$ cat src/rtl/l2_cache_control_nway_pkg.sv
// Shared cache mux types for the L2 controller: datapath select enums,
// controller states and the tree pseudo-LRU victim/update helpers.
package l2_cache_control_nway_pkg;

    typedef enum logic {
        CPU_DATA = 1'b0,
        MEM_DATA = 1'b1
    } data_src_t;

    typedef enum logic {
        MISS_ADDR   = 1'b0,
        VICTIM_ADDR = 1'b1
    } pmem_addr_sel_t;

    typedef enum logic [2:0] {
        IDLE      = 3'd0,
        LOOKUP    = 3'd1,
        WRITEBACK = 3'd2,
        FILL      = 3'd3,
        INSTALL   = 3'd4
    } cache_state_t;

    // Widest supported tree: 8 ways -> 7 tree bits, 3-bit way index.
    localparam int PLRU_MAX_W = 7;
    localparam int WAY_MAX_W  = 3;

    // Walk from the root: a 0 bit sends us to the lower-index child
    // (2i+1), a 1 bit to the upper one (2i+2). Leaves sit at heap
    // positions num_ways-1 .. 2*num_ways-2.
    function automatic logic [WAY_MAX_W-1:0] plru_victim(
        input logic [PLRU_MAX_W-1:0] tree,
        input logic [3:0]            num_ways
    );
        logic [3:0] node;
        logic [3:0] leaf;
        node = 4'd0;
        for (int lvl = 0; lvl < WAY_MAX_W; lvl++) begin
            if (node < (num_ways - 4'd1)) begin
                node = (node << 1) + (tree[node[2:0]] ? 4'd2 : 4'd1);
            end
        end
        leaf = node - (num_ways - 4'd1);
        return leaf[WAY_MAX_W-1:0];
    endfunction

    // Climb from the accessed leaf to the root, pointing every parent on
    // the path at the sibling subtree. Left children have odd heap
    // positions, so the new bit is simply the child's LSB.
    function automatic logic [PLRU_MAX_W-1:0] plru_update(
        input logic [PLRU_MAX_W-1:0] tree,
        input logic [WAY_MAX_W-1:0]  way,
        input logic [3:0]            num_ways
    );
        logic [PLRU_MAX_W-1:0] result;
        logic [3:0]            node;
        logic [3:0]            parent;
        result = tree;
        node   = {1'b0, way} + num_ways - 4'd1;
        for (int lvl = 0; lvl < WAY_MAX_W; lvl++) begin
            if (node != 4'd0) begin
                parent              = (node - 4'd1) >> 1;
                result[parent[2:0]] = node[0];
                node                = parent;
            end
        end
        return result;
    endfunction

endpackage

$ cat src/rtl/l2_cache_control_nway_plru_tree.sv
// Combinational tree pseudo-LRU: picks the replacement way for a set and
// produces the updated tree bits after an access to a given way.
module plru_tree
    import l2_cache_control_nway_pkg::*;
#(
    parameter int NUM_WAYS = 4,
    localparam int WAY_IDX_W = $clog2(NUM_WAYS),
    localparam int PLRU_W = NUM_WAYS - 1
) (
    input  logic [PLRU_W-1:0]    i_tree,
    input  logic [WAY_IDX_W-1:0] i_accessWay,
    output logic [WAY_IDX_W-1:0] o_victim,
    output logic [PLRU_W-1:0]    o_tree
);

    assign o_victim = WAY_IDX_W'(plru_victim(7'(i_tree), 4'(NUM_WAYS)));
    assign o_tree   = PLRU_W'(plru_update(7'(i_tree), 3'(i_accessWay), 4'(NUM_WAYS)));

endmodule

$ cat src/rtl/l2_cache_control_nway.sv
// N-way L2 cache controller: hit lookup, dirty victim writeback, line fill
// and install, with tree pseudo-LRU replacement.
module l2_cache_control_nway
    import l2_cache_control_nway_pkg::*;
#(
    parameter int NUM_WAYS = 4,
    localparam int WAY_IDX_W = $clog2(NUM_WAYS),
    localparam int PLRU_W = NUM_WAYS - 1
) (
    input  logic                 clk,
    input  logic                 rst,
    input  logic                 mem_read,
    input  logic                 mem_write,
    output logic                 mem_resp,
    input  logic                 pmem_resp,
    output logic                 pmem_read,
    output logic                 pmem_write,
    input  logic [NUM_WAYS-1:0]  way_hit,
    input  logic [NUM_WAYS-1:0]  valid,
    input  logic [NUM_WAYS-1:0]  dirty,
    input  logic [PLRU_W-1:0]    plru_dataout,
    output logic [NUM_WAYS-1:0]  valid_load,
    output logic [NUM_WAYS-1:0]  dirty_load,
    output logic [NUM_WAYS-1:0]  tag_load,
    output logic                 valid_datain,
    output logic                 dirty_datain,
    output logic                 plru_load,
    output logic [PLRU_W-1:0]    plru_datain,
    output logic                 mbr_load,
    output logic [NUM_WAYS-1:0]  data_we,
    output data_src_t            data_src_sel,
    output logic [WAY_IDX_W-1:0] dataout_way,
    output pmem_addr_sel_t       pmem_addr_sel
);

    cache_state_t          r_state;
    cache_state_t          w_nextState;
    logic [WAY_IDX_W-1:0]  r_victim;
    logic [WAY_IDX_W-1:0]  w_hitWay;
    logic [WAY_IDX_W-1:0]  w_invalidWay;
    logic [WAY_IDX_W-1:0]  w_plruVictim;
    logic [WAY_IDX_W-1:0]  w_missVictim;
    logic [PLRU_W-1:0]     w_plruUpdated;
    logic [NUM_WAYS-1:0]   w_hitOneHot;
    logic [NUM_WAYS-1:0]   w_victimOneHot;
    logic                  w_anyHit;
    logic                  w_anyInvalid;
    logic                  w_request;
    logic                  w_isWrite;
    logic                  w_missCapture;

    plru_tree #(
        .NUM_WAYS(NUM_WAYS)
    ) u_plruTree (
        .i_tree      (plru_dataout),
        .i_accessWay (w_hitWay),
        .o_victim    (w_plruVictim),
        .o_tree      (w_plruUpdated)
    );

    assign w_anyHit       = |way_hit;
    assign w_anyInvalid   = ~&valid;
    assign w_request      = mem_read | mem_write;
    assign w_isWrite      = mem_write & ~mem_read;
    assign w_missVictim   = w_anyInvalid ? w_invalidWay : w_plruVictim;
    assign w_hitOneHot    = NUM_WAYS'(1) << w_hitWay;
    assign w_victimOneHot = NUM_WAYS'(1) << r_victim;
    assign w_missCapture  = (r_state == LOOKUP) && w_request && !w_anyHit;

    // Lowest-index hit way and lowest-index invalid way (priority encoders).
    always_comb begin
        w_hitWay     = '0;
        w_invalidWay = '0;
        for (int i = NUM_WAYS - 1; i >= 0; i--) begin
            if (way_hit[i]) w_hitWay = WAY_IDX_W'(i);
            if (!valid[i])  w_invalidWay = WAY_IDX_W'(i);
        end
    end

    // State register; synchronous reset returns to IDLE.
    always_ff @(posedge clk) begin
        if (rst) r_state <= IDLE;
        else     r_state <= w_nextState;
    end

    // Victim is captured only on a miss so it holds through WRITEBACK..INSTALL.
    always_ff @(posedge clk) begin
        if (rst)                r_victim <= '0;
        else if (w_missCapture) r_victim <= w_missVictim;
    end

    // Next-state and control outputs; every output defaults to idle values.
    always_comb begin
        w_nextState   = r_state;
        mem_resp      = 1'b0;
        pmem_read     = 1'b0;
        pmem_write    = 1'b0;
        valid_load    = '0;
        dirty_load    = '0;
        tag_load      = '0;
        valid_datain  = 1'b0;
        dirty_datain  = 1'b0;
        plru_load     = 1'b0;
        plru_datain   = '0;
        mbr_load      = 1'b0;
        data_we       = '0;
        data_src_sel  = CPU_DATA;
        dataout_way   = '0;
        pmem_addr_sel = MISS_ADDR;

        case (r_state)
            IDLE: begin
                if (w_request) w_nextState = LOOKUP;
            end

            LOOKUP: begin
                if (!w_request) begin
                    w_nextState = IDLE;
                end else if (w_anyHit) begin
                    mem_resp    = 1'b1;
                    plru_load   = 1'b1;
                    plru_datain = w_plruUpdated;
                    dataout_way = w_hitWay;
                    if (w_isWrite) begin
                        data_we      = w_hitOneHot;
                        dirty_load   = w_hitOneHot;
                        dirty_datain = 1'b1;
                    end
                    w_nextState = IDLE;
                end else if (valid[w_missVictim] && dirty[w_missVictim]) begin
                    w_nextState = WRITEBACK;
                end else begin
                    w_nextState = FILL;
                end
            end

            WRITEBACK: begin
                pmem_write    = 1'b1;
                pmem_addr_sel = VICTIM_ADDR;
                dataout_way   = r_victim;
                if (pmem_resp) begin
                    dirty_load   = w_victimOneHot;
                    dirty_datain = 1'b0;
                    w_nextState  = FILL;
                end
            end

            FILL: begin
                pmem_read     = 1'b1;
                mbr_load      = 1'b1;
                pmem_addr_sel = MISS_ADDR;
                if (pmem_resp) w_nextState = INSTALL;
            end

            INSTALL: begin
                tag_load     = w_victimOneHot;
                valid_load   = w_victimOneHot;
                valid_datain = 1'b1;
                dirty_load   = w_victimOneHot;
                dirty_datain = 1'b0;
                data_we      = w_victimOneHot;
                data_src_sel = MEM_DATA;
                w_nextState  = LOOKUP;
            end

            default: w_nextState = IDLE;
        endcase
    end

endmodule
$ cat config.mk
export PLATFORM = sky130hd
export DESIGN_NAME = l2_cache_control_nway
export DESIGN_NICKNAME = d
export VERILOG_FILES = /design/src/rtl/l2_cache_control_nway_pkg.sv /design/src/rtl/l2_cache_control_nway_plru_tree.sv /design/src/rtl/l2_cache_control_nway.sv
export SDC_FILE = /design/constraint.sdc
export NUM_CORES = 1
export LEC_CHECK = 0
export ABC_AREA = 1
export ABC_CLOCK_PERIOD_IN_PS = 1600
export BUFFER_PORTS_ARGS = -buffer_cell sky130_fd_sc_hd__buf_2
export CAP_MARGIN = 40
export CORE_UTILIZATION = 40
export CTS_CLUSTER_DIAMETER = 200
export DETAILED_ROUTE_END_ITERATION = 12
export PLACE_DENSITY_LB_ADDON = 0.2
export REMOVE_ABC_BUFFERS = 1
export SYNTH_ARGS = -nofsm -noshare
export SYNTH_HDL_FRONTEND = slang
export SYNTH_SLANG_ARGS = --single-unit
$ cat constraint.sdc
create_clock -name clk -period 1.6 [get_ports clk]
set_input_delay 0.08 -clock clk [delete_from_list [all_inputs] [get_ports clk]]
set_output_delay 0.08 -clock clk [all_outputs]
set_load 0.005 [all_outputs]
==> results.txt, run 1 <==
----------------------------------------------------
[Power and ir drop]
  Relative contribution of combinational cells to total power ... 31.8%
  Net switching fraction of the power ... 32.0%
  Switching power summed over all nets ... 0.130 mW
  Clock share of power ... 35.7%
  Fraction of power consumed by sequential logic ... 32.5%
  Pint ... 0.277 mW
  Leakage dissipation ... 0.654 nW
  Worst ir drop on vdd ... 0.412 mV
  Pwr/cell area ... 416 mW/mm^2

[Hold path]
  Worst hold path startpoint ... rst
  Hold Path Class ... primary input to register

[CTS]
  CTS clk-pin slew, worst paths ... 0.05 ns
  Clk Latency, worst-skew pair ... 0.24 ns
  Largest buffer count on any clock path ... 2
  TritonCTS sink count ... 5
  TritonCTS clock tree ... built
  H-tree levels ... 1
  Clock Tree Root ... sky130_fd_sc_hd__clkbuf_4
  CTS buffer count ... 3

[GRT]
  Number of global-route vias before repair ... 697
  Total Routing Usage GR ... 17.7%
  Largest net degree at the start of global routing ... 8
  Total congestion overflow ... 0
  Antenna violations before repair ... 0
  Wire length of the first global-routing pass ... 2660 um

[Floorplan]
  Die area ... 0.00195 mm^2
  Vertical die dimension ... 44.2 um
  I/O Pins ... 50
  FP Rows ... 14
  Horizontal die dimension ... 44.2 um
  Core area ... 0.00158 mm^2
  Effective utilization at floorplan ... 45.2%

[STA]
  Period utilization ... 94.6%
  Final critical delay including setup and external delays ... 1.51 ns
  Final count of negative-setup-slack endpoints ... 0
  Final number of hold-violating endpoints ... 0
  F_max ... 660 MHz
  Worst slew pin tran ... 0.399 ns
  Number of max-slew violations in the final report ... 0
  PnR worst setup slack ... 0.0860 ns
  Tightest slew margin relative to the limit ... 73.2%
  Setup clock skew after layout ... 0.00650 ns

[Placed design]
  Post-place setup slack ... 0.204 ns
  Placed wire-length estimate after detailed placement ... 1490 um
  Post-detailed-placement cell area ... 925 um^2
  Final estimated routing congestion in global placement ... 0.846
  Port Buf Inserts ... 49

[Yosys]
  Cell type with the highest aggregate area in the netlist ... sky130_fd_sc_hd__nand2_1
  Mean post-synth cell area ... 5.61 um^2
  Synth warnings ... 0
  Most used flip-flop cell after synthesis ... sky130_fd_sc_hd__dfxtp_1
  Fraction of registers with async set or reset after synthesis ... 0%
  Count of state elements after synthesis ... 5
  Top-count cell post-synth ... sky130_fd_sc_hd__nand2_1
  Syn Std Cell Area ... 712 um^2
  Commonest cells post-synth ... sky130_fd_sc_hd__nand2_1, sky130_fd_sc_hd__inv_1, sky130_fd_sc_hd__nor2_1
  Number of instances in the synthesized netlist ... 127
  Top area cells in the synthesized netlist ... sky130_fd_sc_hd__nand2_1, sky130_fd_sc_hd__dfxtp_1, sky130_fd_sc_hd__inv_1
  Number of synthesized flops with an enable pin ... 0
  Number of distinct library cells after synthesis ... 24
  Share of the yosys chip area belonging to registers ... 14.1%
  Fraction of post-synthesis cell area in the top cell type by area ... 17.9%

[Setup path]
  Startpoint of the most critical register-to-register path ... r_state[0]$_SDFFE_PP0P_
  Cell chain of the critical path ... nor2_2 > inv_2 > nor2_4 > inv_2 > nor2_2 > a31o_2 > a31o_2 > buf_2
  Top fanout value on the critical path ... 4
  Worst setup SP type ... register
  Top Family by Delay on Critical Path ... compound AO/OA/AOI/OAI gates
  Largest incremental delay on the critical path ... 0.37 ns
  Launch point of the worst path ... r_state[1]$_SDFFE_PP0P_
  Critical-path top delay cell ... sky130_fd_sc_hd__dfxtp_4
  Endpoint type of the worst setup path ... primary output
  CP Data Arrival Time ... 1.43 ns
  WP data required ... 1.52 ns
  Category of the critical setup timing path ... register to primary output
  Number of buffer and inverter instances along the worst setup path ... 3

[Drt]
  Total Wirelength ... 1700 um
  Post-route DRC violation count ... 1
  Average wire per standard cell ... 8.95 um
  Drt initial violations ... 20
  Vias ... 897
  Length of the first detailed-routing pass in iterations ... 10
  Final ANT Viol Nets ... 0
  Vias per inst ... 4.72

[Run status]
  Run status ... finished with violations
  Violated checks ... design-rule violations

[Layout]
  Fraction of final layout cells sized beyond drive strength 1 ... 42.5%
  Final design instance area without fill ... 978 um^2
  Antenna cell count ... 0
  Final core area utilization ... 62.1%
  Number of nets in the layout ... 195
  Layout area overhead ... 37.4%

[Job]
  Total of max-cap violations ... 0

----------------------------------------------------
## routing by layer
metal,global-route usage (%),share of wire [%],vias to the layer above
met5,0,0,-
met4,5.45,0.82,0
met1,22.5,45,375
met3,1.22,5.8,2
li1,-,-,482
met2,31.5,48,38
## per-stage QoR
| step | power, mW | instances | setup TNS, ns | hold slack [ns] |
|---|---|---|---|---|
| 6_report | 0.407 | 190 | 0 | 0.0324 |
| 5_1_grt | 0.440 | 190 | -0.00415 | 0.0300 |
| 4_1_cts | 0.410 | 189 | 0 | 0.0344 |
| 3_5_place_dp | 0.261 | 185 | 0 | 0.290 |
| 3_3_place_gp | 0.259 | 185 | 0 | 0.291 |
| 2_1_floorplan | 0.207 | 119 | 0 | 0.142 |
## power groups by stage
stage	clock, mW	sequential, mW	combinational, mW
detailed placement	0	0.134	0.126
global placement	0	0.134	0.124
global route	0.161	0.133	0.146
finish	0.146	0.132	0.129
floorplan	0	0.134	0.0731
CTS	0.152	0.131	0.128
## placed cells by master, fill, tap and decap left out, drive strengths merged, types with 2 or more instances in the layout
master,Yosys,final
inv,27,27
nand3,6,6
nand3b,2,2
dfxtp,5,5
nor2,21,21
nor3,3,3
o21ai,7,7
buf,8,51
nand2,36,36
a31o,2,2
clkbuf,0,4
a21oi,4,4
## flip-flops by register name (all words and copies together), names as in the netlist
register  cells
r_state       3
r_victim      2
## cells by family (layout without fill, tap and decap cells)
family,after synthesis,after routing,share of synthesized area [%]
AO/OA/AOI/OAI,18,18,16.2
buffers and inverters,35,82,22.7
flip-flops,5,5,14.1
AND/OR/NAND/NOR,69,69,47.1
## layout make-up
| type | count | area (um^2) |
|---|---|---|
| timing repair buffer | 51 | 260 |
| fill | 159 | 598 |
| sequential | 5 | 106 |
| inverter | 27 | 101 |
| tap | 16 | 20.0 |
| clock buffer | 4 | 26.3 |
| multi-input combinational | 87 | 464 |
## repair_timing
action,CTS,global route
pin swaps,0,1
setup endpoints to repair,1,3
hold buffers,0,0
cloned,0,0
setup buffers,0,1
resized for setup,4,6
## final timing paths
| kind | to | slack (ns) | depth (start not counted) |
|---|---|---|---|
| worst max-delay path | dirty_load[3] | 0.09 | 8 |
| worst min-delay path | r_state[0]$_SDFFE_PP0P_ | 0.03 | 2 |
| worst min register to register | r_state[1]$_SDFFE_PP0P_ | 0.55 | 2 |
| worst max register to register | r_state[0]$_SDFFE_PP0P_ | 0.30 | 10 |
Power figures use the tool's default switching activity.
==> run 2: changes to the inputs <==
--- a/config.mk
+++ b/config.mk
@@ -9,8 +9,9 @@
 export ABC_CLOCK_PERIOD_IN_PS = 1600
 export BUFFER_PORTS_ARGS = -buffer_cell sky130_fd_sc_hd__buf_2
 export CAP_MARGIN = 40
+export CORE_MARGIN = 5
 export CORE_UTILIZATION = 40
-export CTS_CLUSTER_DIAMETER = 200
+export CTS_CLUSTER_DIAMETER = 80
 export DETAILED_ROUTE_END_ITERATION = 12
 export PLACE_DENSITY_LB_ADDON = 0.2
 export REMOVE_ABC_BUFFERS = 1
==> run 2 against run 1 <==
  * The run now ends clean
  * Highest routed layer is now met3
  * Largest cell class unchanged
  * Global-route usage decreased by 2.7 points
  * Largest power group unchanged
  * Setup slack got worse by 0.024 ns
  * First-iteration DRC count decreased by 45%
  * Clock skew increased by 0.0028 ns
==> results.txt, run 2 (synthesis gave the netlist of run 1 again) <==
----------------------------------------------------
[Drt]
  Met3 wire length ... 191 um
  Vias per inst ... 4.56
  Average wire per standard cell ... 10.2 um
  Length of the first detailed-routing pass in iterations ... 4
  Routed metal-1 wirelength ... 807 um
  Final ANT Viol Nets ... 0
  Met2 Wirelength ... 1040 um
  Post-route DRC violation count ... 0
  Total Wirelength ... 2040 um
  Vias ... 916
  Uppermost signal routing layer after detailed routing ... met3
  Drt initial violations ... 11

[CTS]
  H-tree levels ... 1
  Largest buffer count on any clock path ... 2
  Clock Tree Root ... sky130_fd_sc_hd__clkbuf_4
  TritonCTS clock tree ... built
  TritonCTS sink count ... 5
  CTS buffer count ... 3
  Clk Latency, worst-skew pair ... 0.24 ns
  CTS clk-pin slew, worst paths ... 0.05 ns

[Floorplan]
  Effective utilization at floorplan ... 41.7%
  FP Rows ... 15
  I/O Pins ... 50
  Die area ... 0.00272 mm^2
  Horizontal die dimension ... 52.2 um
  Core area ... 0.00171 mm^2
  Vertical die dimension ... 52.2 um

[GRT]
  Number of global-route vias before repair ... 798
  Total Routing Usage GR ... 15.0%
  Total congestion overflow ... 0
  Largest net degree at the start of global routing ... 8
  Antenna violations before repair ... 0
  Wire length of the first global-routing pass ... 3170 um

[STA]
  Final critical delay including setup and external delays ... 1.54 ns
  Tightest slew margin relative to the limit ... 71.8%
  Period utilization ... 96.1%
  Setup clock skew after layout ... 0.00933 ns
  Final count of negative-setup-slack endpoints ... 0
  Final TNS setup ... 0 ns
  Final number of hold-violating endpoints ... 0
  F_max ... 650 MHz
  PnR worst setup slack ... 0.0622 ns
  Number of max-slew violations in the final report ... 0
  Final Hold Slack ... 0.0281 ns
  Worst slew pin tran ... 0.420 ns

[Setup path]
  Top fanout value on the critical path ... 5
  Endpoint type of the worst setup path ... primary output
  CP Data Arrival Time ... 1.46 ns
  WP data required ... 1.52 ns
  Launch point of the worst path ... r_state[2]$_SDFFE_PP0P_
  Startpoint of the most critical register-to-register path ... r_state[0]$_SDFFE_PP0P_
  Setup slack on the worst flop-to-flop path ... 0.30 ns
  Worst setup SP type ... register
  Category of the critical setup timing path ... register to primary output

[Layout]
  Final core area utilization ... 59.1%
  Fraction of final layout cells sized beyond drive strength 1 ... 43.2%
  Top flop regs ... r_state (3), r_victim (2)
  Commonest non-fill, non-tap cell in the layout ... sky130_fd_sc_hd__buf_2
  Highest-count cells in the layout ignoring fill and taps ... sky130_fd_sc_hd__buf_2, sky130_fd_sc_hd__nand2_1, sky130_fd_sc_hd__inv_1
  Number of nets in the layout ... 197
  Most flop-heavy register ... r_state
  Layout area overhead ... 41.8%
  Final design instance area without fill ... 0.00101 mm^2
  Antenna cell count ... 0
  Number of cells in the finished layout apart from fillers ... 201
  Max FFs per register ... 3

[Placed design]
  Final estimated routing congestion in global placement ... 0.775
  Placed wire-length estimate after detailed placement ... 1770 um
  Placed insts ... 194
  Post-detailed-placement cell area ... 936 um^2
  Port Buf Inserts ... 49
  Post-place setup slack ... 0.202 ns

[Power and ir drop]
  Pwr/cell area ... 407 mW/mm^2
  Worst ir drop on vdd ... 0.482 mV
  PnR Total Power ... 0.411 mW
  Leakage dissipation ... 0.668 nW

[Hold path]
  Worst hold path startpoint ... rst
  Hold Path Class ... primary input to register

[Job]
  Total of max-cap violations ... 0

[Run status]
  Run status ... finished clean

----------------------------------------------------
-- run 2: cell count changes in the layout (fill, tap and decap cells not counted), sizes merged --
cell | previous run | this run
buf | 51 | 53
-- run 2: worst paths after layout --
path,cells past startpoint,endpoint
min reg2reg,2,r_state[1]$_SDFFE_PP0P_
max,7,dirty_load[3]
max reg2reg,10,r_state[0]$_SDFFE_PP0P_
min,2,r_state[0]$_SDFFE_PP0P_
-- run 2: worst max-delay path, cell delays in order, from the launching register on --
cell,delay [ns]
sky130_fd_sc_hd__dfxtp_2,0.35
sky130_fd_sc_hd__inv_1,0.13
sky130_fd_sc_hd__nor2_4,0.06
sky130_fd_sc_hd__inv_2,0.07
sky130_fd_sc_hd__nor2_2,0.05
sky130_fd_sc_hd__a31o_2,0.22
sky130_fd_sc_hd__a31o_2,0.21
sky130_fd_sc_hd__buf_2,0.12
-- run 2: final cells by class --
class                   instances  area, um^2
repair buffers                 53         275
inverters                      27         101
flip-flops and latches          5         106
multi-input cells              87         469
clock buffers                   4        26.3
well taps                      25        31.3
fillers                       177         698
-- run 2: per-layer routing --
metal / GRT usage, % / vias up
met5: 0 / -
met4: 3.40 / 0
met3: 4.56 / 0
met2: 27.8 / 40
met1: 16.5 / 388
li1: - / 488
-- run 2: timing repair --
| action | in CTS | in global routing |
|---|---|---|
| gates resized for setup | 4 | 6 |
| pin swaps | 0 | 1 |
| setup endpoints to repair | 2 | 5 |
| hold buffers | 0 | 0 |
| buffers inserted | 0 | 3 |
-- run 2: power by group --
part | switching (mW) | internal, mW | total, mW
registers | 0.00477 | 0.127 | 0.132
logic | 0.0756 | 0.0556 | 0.131
clock network | 0.0535 | 0.0944 | 0.148
